==> src/rtl/ika3012_pkg.sv <==
// Shared widths and the floating-point word layout for the YM3012-style DAC receiver.
package ika3012_pkg;

  localparam int FP_MANT_W  = 10;
  localparam int FP_EXP_W   = 3;
  localparam int PCM_W      = 16;
  localparam int FRAME_BITS = FP_MANT_W + FP_EXP_W;

  typedef struct packed {
    logic [FP_EXP_W-1:0]  exp;
    logic [FP_MANT_W-1:0] mant;
  } fp_word_t;

endpackage

==> src/rtl/ika3012_fp2lin.sv <==
// One-cycle registered converter: 10-bit mantissa / 3-bit exponent word to signed linear PCM.
module ika3012_fp2lin
  import ika3012_pkg::*;
#(
  parameter bit SIGN_INV = 1'b1
) (
  input  logic             i_EMUCLK,
  input  logic             i_MRST,
  input  logic             load,
  input  fp_word_t         word,
  output logic [PCM_W-1:0] pcm,
  output logic             valid
);

  logic [FP_MANT_W-1:0] m;
  logic [PCM_W-1:0]     m_ext;
  logic [FP_EXP_W-1:0]  shamt;
  logic [PCM_W-1:0]     lin;

  always_comb begin
    m     = SIGN_INV ? {~word.mant[FP_MANT_W-1], word.mant[FP_MANT_W-2:0]} : word.mant;
    m_ext = {{(PCM_W-FP_MANT_W){m[FP_MANT_W-1]}}, m};
    shamt = word.exp - 3'd1;
    // A left shift of the sign-extended value is exact: at most 6 places keeps it in 16 bits.
    lin   = (word.exp == '0) ? '0 : (m_ext << shamt);
  end

  always_ff @(posedge i_EMUCLK) begin
    if (i_MRST) begin
      pcm   <= '0;
      valid <= 1'b0;
    end else begin
      valid <= load;
      if (load) pcm <= lin;
    end
  end

endmodule

==> src/rtl/ika3012_dac_rx.sv <==
// SO bitstream deserialiser with SH1/SH2 falling-edge latches feeding two fp-to-linear decoders.
module ika3012_dac_rx
  import ika3012_pkg::*;
#(
  parameter int MIN_BITS = 13,
  parameter bit SIGN_INV = 1'b1
) (
  input  logic             i_EMUCLK,
  input  logic             i_MRST,
  input  logic             i_phi1_NCEN_n,
  input  logic             i_SO,
  input  logic             i_SH1,
  input  logic             i_SH2,
  output logic [PCM_W-1:0] o_L,
  output logic [PCM_W-1:0] o_R,
  output logic             o_L_VALID,
  output logic             o_R_VALID,
  output logic             o_FRAME_ERR
);

  localparam logic [4:0] MIN_CNT = 5'(MIN_BITS);

  logic [FRAME_BITS-1:0] sr, sr_next;
  logic [4:0]            bitcnt;
  logic                  sh1_z, sh2_z;
  logic                  sample, sh1_fall, sh2_fall, frame_ok;
  fp_word_t              raw_l, raw_r;
  logic                  req_l, req_r;
  logic [PCM_W-1:0]      pcm_l, pcm_r;
  logic                  dec_vld_l, dec_vld_r;

  always_comb begin
    sample   = ~i_phi1_NCEN_n;
    sh1_fall = sample & sh1_z & ~i_SH1;
    sh2_fall = sample & sh2_z & ~i_SH2;
    sr_next  = {i_SO, sr[FRAME_BITS-1:1]};
    frame_ok = (bitcnt >= MIN_CNT);
  end

  always_ff @(posedge i_EMUCLK) begin
    if (i_MRST) begin
      sr          <= '0;
      bitcnt      <= '0;
      sh1_z       <= 1'b0;
      sh2_z       <= 1'b0;
      raw_l       <= '0;
      raw_r       <= '0;
      req_l       <= 1'b0;
      req_r       <= 1'b0;
      o_FRAME_ERR <= 1'b0;
    end else begin
      req_l       <= 1'b0;
      req_r       <= 1'b0;
      o_FRAME_ERR <= 1'b0;
      if (sample) begin
        sr    <= sr_next;
        sh1_z <= i_SH1;
        sh2_z <= i_SH2;
        if (sh1_fall || sh2_fall) begin
          // The bit arriving with the strobe also opens the next frame's count.
          bitcnt <= 5'd1;
          if (frame_ok) begin
            if (sh1_fall) raw_l <= fp_word_t'(sr_next);
            if (sh2_fall) raw_r <= fp_word_t'(sr_next);
            req_l <= sh1_fall;
            req_r <= sh2_fall;
          end else begin
            o_FRAME_ERR <= 1'b1;
          end
        end else if (bitcnt != 5'd31) begin
          bitcnt <= bitcnt + 5'd1;
        end
      end
    end
  end

  ika3012_fp2lin #(.SIGN_INV(SIGN_INV)) u_fp2lin_l (
    .i_EMUCLK (i_EMUCLK),
    .i_MRST   (i_MRST),
    .load     (req_l),
    .word     (raw_l),
    .pcm      (pcm_l),
    .valid    (dec_vld_l)
  );

  ika3012_fp2lin #(.SIGN_INV(SIGN_INV)) u_fp2lin_r (
    .i_EMUCLK (i_EMUCLK),
    .i_MRST   (i_MRST),
    .load     (req_r),
    .word     (raw_r),
    .pcm      (pcm_r),
    .valid    (dec_vld_r)
  );

  always_ff @(posedge i_EMUCLK) begin
    if (i_MRST) begin
      o_L       <= '0;
      o_R       <= '0;
      o_L_VALID <= 1'b0;
      o_R_VALID <= 1'b0;
    end else begin
      o_L_VALID <= dec_vld_l;
      o_R_VALID <= dec_vld_r;
      if (dec_vld_l) o_L <= pcm_l;
      if (dec_vld_r) o_R <= pcm_r;
    end
  end

endmodule

==> config.mk <==
export PLATFORM = sky130hd
export DESIGN_NAME = ika3012_dac_rx
export DESIGN_NICKNAME = d
export VERILOG_FILES = /design/src/rtl/ika3012_pkg.sv /design/src/rtl/ika3012_fp2lin.sv /design/src/rtl/ika3012_dac_rx.sv
export SDC_FILE = /design/constraint.sdc
export NUM_CORES = 1
export LEC_CHECK = 0
export CORE_MARGIN = 5
export CORE_UTILIZATION = 57
export DETAILED_ROUTE_END_ITERATION = 7
export PLACE_DENSITY = 0.81
export SYNTH_ARGS = -nofsm -noshare
export SYNTH_HDL_FRONTEND = slang
export SYNTH_SLANG_ARGS = --single-unit
==> constraint.sdc <==
create_clock -name i_EMUCLK -period 2.25 [get_ports i_EMUCLK]
set_clock_uncertainty 0.2 [all_clocks]
set_input_delay 0.3375 -clock i_EMUCLK [delete_from_list [all_inputs] [get_ports i_EMUCLK]]
set_output_delay 0.3375 -clock i_EMUCLK [all_outputs]
set_load 0.1 [all_outputs]
==> results.toml, run 1 <==
[status]
status = "completed"

[critical_path]
critPathBufInv = 2
start_kind = "flop"
crit_family = "compound AO/OA/AOI/OAI gates"
path_cells = "inv_2 -> buf_4 -> ha_1 -> or3b_1 -> a21oi_1 -> a22oi_1 -> nand2_1"
r2r_start = "raw_r[10]"
rr_worst_depth = 7
cp.required_ns = 2.53
r2r_slack_ns = 0.10
cpMaxStageDelayCell = "a21oi_1"
cpPeakStageDelay_ns = 0.43
path_max_fanout = 8
end_kind = "flop"
reg2reg_to = "u_fp2lin_r.pcm[8]"
cp.arrival_ns = 2.43
criticalPathCategory = "flop to flop"

[cts]
clkLatencyLatePin_ns = 0.54
cts.clk_slew.worst_paths_ns = 0.06
clock_sinks = 116
cts_tree = "yes"
cts_max_level = 4
clk_path_buf_depth = 2
numCtsBuffers = 17
clockRootBuffer = "clkbuf_8"

[sta]
rsz0062_at_grt = "false"
setup_tns_ns = 0
post-route-min-period_ns = 2.15
final_hold_viol_count = 0
worst_slew_pin_slew_ns = 0.557
setup_viol = 0
slew_viol_final = 0
fmax_mhz = 465
slew_headroom_pct = 62.7
period_share_pct = 95.5

[worst_hold_path]
whs_path_depth = 2
min_from = "i_MRST"
worstHoldPathType = "input port to flop"
whs_endpoint = "o_L[2]"

[cells_and_area]
multi_input_area_mm2 = 0.00237
final_common_cell = "dfxtp_1"
regArea_mm2 = 0.00232
layout.nets = 556
drive_gt1_share_pct = 16.5
fillers = 605
final_cells = 661
final_cell_mix = "dfxtp_1, mux2i_1, nor2_1"
area_growth_pct = 22.3
antenna_cells = 0

[yosys]
muxShareOfSynthArea_pct = 22.3
synth_seq_cells = 116
yosysWarnings = 0
synth_simple_gate_area_share_pct = 14.8
ys_types = 41
synth_fp_nets = 508
ys.flop_type = "dfxtp_1"
ys_seq_area_share_pct = 47.7
synth_cells = 495
syn_avg_cell_area_um2 = 9.83
synth_top_family_by_area = "multiplexers"
syn-cell-area_mm2 = 0.00487
synthAdderAreaFrac_pct = 1.80
synth-compound-area-share_pct = 8.84
synthXorXnorAreaFrac_pct = 0.720
async_reset_ff_share_pct = 0
synth_edf_count = 0

[drt]
route.detailed.drc = 0
drt_iter0_drc = 225
post_drt_via_cell_ratio = 5.75
vias = 3802
postRouteAntennaNets = 0
drtPass1Iterations = 4
wirelength_um = 11000
wl_per_cell_um = 16.6

[pwr]
power_density_mw_per_mm2 = 859
p_leak_nw = 2.49
p_total_mw = 5.12
ir_drop_mv = 0.577

[global_routing]
antenna_found_initial = 0
overflow = 0
grt_pass1_wl_um = 18400
grt_pass1_vias = 3818
grt_start_max_net_pins = 56
grt_usage_pct = 22.8

[placement]
dp_cells = 629
gp_congestion = 0.808
post-dp-hpwl_um = 7060
portBuffers = 40

[die]
num_io_pins = 41
dieArea_mm2 = 0.0105
die_h_um = 102
placeableCoreArea_mm2 = 0.00826
fp.dieW_um = 102
start_util_pct = 58.9
rows = 33

[run]
drv_cap = 0
## area by class of cell
class / instances / area share, %
Tap cell: 105 / 2.21
Timing Repair Buffer: 54 / 7.35
Inverter: 11 / 0.693
Clock buffer: 24 / 8.07
Multi-Input combinational cell: 343 / 39.8
Sequential cell: 116 / 39.0
Clock inverter: 8 / 2.86
## state kept, by name (all words and copies together) (netlist names), 5 cells and up
name            count
bitcnt              5
u_fp2lin_l.pcm     16
o_R                16
u_fp2lin_r.pcm     16
o_L                16
raw_l              13
raw_r              13
sr                 12
## how the worst max path moves through the flow
stage / start / to / slack [ns] / cells after the start
finish: raw_r[10] / u_fp2lin_r.pcm[8] / 0.10 / 7
global route: raw_r[11] / u_fp2lin_r.pcm[2] / 0.02 / 7
CTS: raw_r[11] / u_fp2lin_r.pcm[2] / 0.07 / 7
detailed placement: i_phi1_NCEN_n / bitcnt[3] / 0.17 / 6
global placement: i_phi1_NCEN_n / bitcnt[3] / 0.22 / 6
floorplan: raw_r[10] / u_fp2lin_r.pcm[9] / 0.18 / 8
## Yosys cell counts, drive strengths merged (2+ instances only)
| cell type | n | area (um^2) |
|---|---|---|
| dfxtp | 116 | 2320 |
| mux2i | 104 | 1040 |
| nor2 | 97 | 364 |
| nand2 | 38 | 143 |
| buf | 16 | 111 |
| a21oi | 15 | 86.3 |
| a22oi | 15 | 113 |
| o21ai | 13 | 87.6 |
| inv | 11 | 41.3 |
| clkbuf | 9 | 33.8 |
| nor2b | 8 | 50.1 |
| ha | 7 | 87.6 |
| nand2b | 6 | 37.5 |
| nand4 | 5 | 31.3 |
| a222oi | 3 | 30.0 |
| a31oi | 3 | 18.8 |
| a221oi | 2 | 17.5 |
| mux4 | 2 | 45.0 |
| nand3b | 2 | 15.0 |
| nor3b | 2 | 15.0 |
| nor4 | 2 | 12.5 |
| o211ai | 2 | 15.0 |
| o31a | 2 | 17.5 |
| or3 | 2 | 12.5 |
| or3b | 2 | 17.5 |
| xnor2 | 2 | 17.5 |
| xor2 | 2 | 17.5 |
## where the power goes
part | switching [mW] | internal, mW
logic | 0.0591 | 0.0313
clock network | 0.924 | 2.03
registers | 0.0112 | 2.06
total | 0.994 | 4.12
## cells by family (layout without fill, tap and decap cells)
| group | after synthesis | count (layout) |
|---|---|---|
| AND/OR/NAND/NOR | 167 | 167 |
| multiplexers | 106 | 106 |
| adder cells (fa/ha/maj) | 7 | 7 |
| XOR/XNOR | 4 | 4 |
| buffers and inverters | 36 | 97 |
| flip-flops | 116 | 116 |
| AO/OA/AOI/OAI | 59 | 59 |
## timing repair
item | in CTS | in global routing
setup buffers | 0 | 0
endpoints found under the setup margin | 0 | 6
hold buffers | 0 | 0
gates resized for setup | 0 | 3
## per-layer routing
layer	wire length, um	vias to the layer above	share of wire [%]	GRT usage (%)
met1	4840	1821	44	28.4
li1	-	1821	-	-
met3	641	33	5.8	7.30
met4	318	0	2.9	12.2
met2	5170	127	47	35.1
met5	0	-	0	0
## per-stage QoR
step	area (um^2)	utilization [%]	setup WS, ns	hold WS [ns]
after floorplan	4870	-	0.179	0.215
after CTS	5940	72.0	0.0697	0.0482
after global placement	5290	64.1	0.219	0.229
after global routing	5950	72.1	0.0153	0.0754
final	5950	72.1	0.100	0.0410
after detailed placement	5290	64.1	0.168	0.230
(Power assumes the default switching activity.)
==> run 2: changes to the inputs <==
--- a/config.mk
+++ b/config.mk
@@ -8,6 +8,7 @@
 export CORE_MARGIN = 5
 export CORE_UTILIZATION = 57
 export DETAILED_ROUTE_END_ITERATION = 7
+export GPL_TIMING_DRIVEN = 1
 export PLACE_DENSITY = 0.81
 export SYNTH_ARGS = -nofsm -noshare
 export SYNTH_HDL_FRONTEND = slang
==> results of run 2 <==
Same layout as run 1: the final DEF is identical, and so are final timing and power.
==> run 3: changes to the inputs <==
--- a/config.mk
+++ b/config.mk
@@ -8,6 +8,7 @@
 export CORE_MARGIN = 5
 export CORE_UTILIZATION = 57
 export DETAILED_ROUTE_END_ITERATION = 7
+export GPL_ROUTABILITY_DRIVEN = 1
 export GPL_TIMING_DRIVEN = 1
 export PLACE_DENSITY = 0.81
 export SYNTH_ARGS = -nofsm -noshare
==> results of run 3 <==
Same layout as run 1: the final DEF is identical, and so are final timing and power.
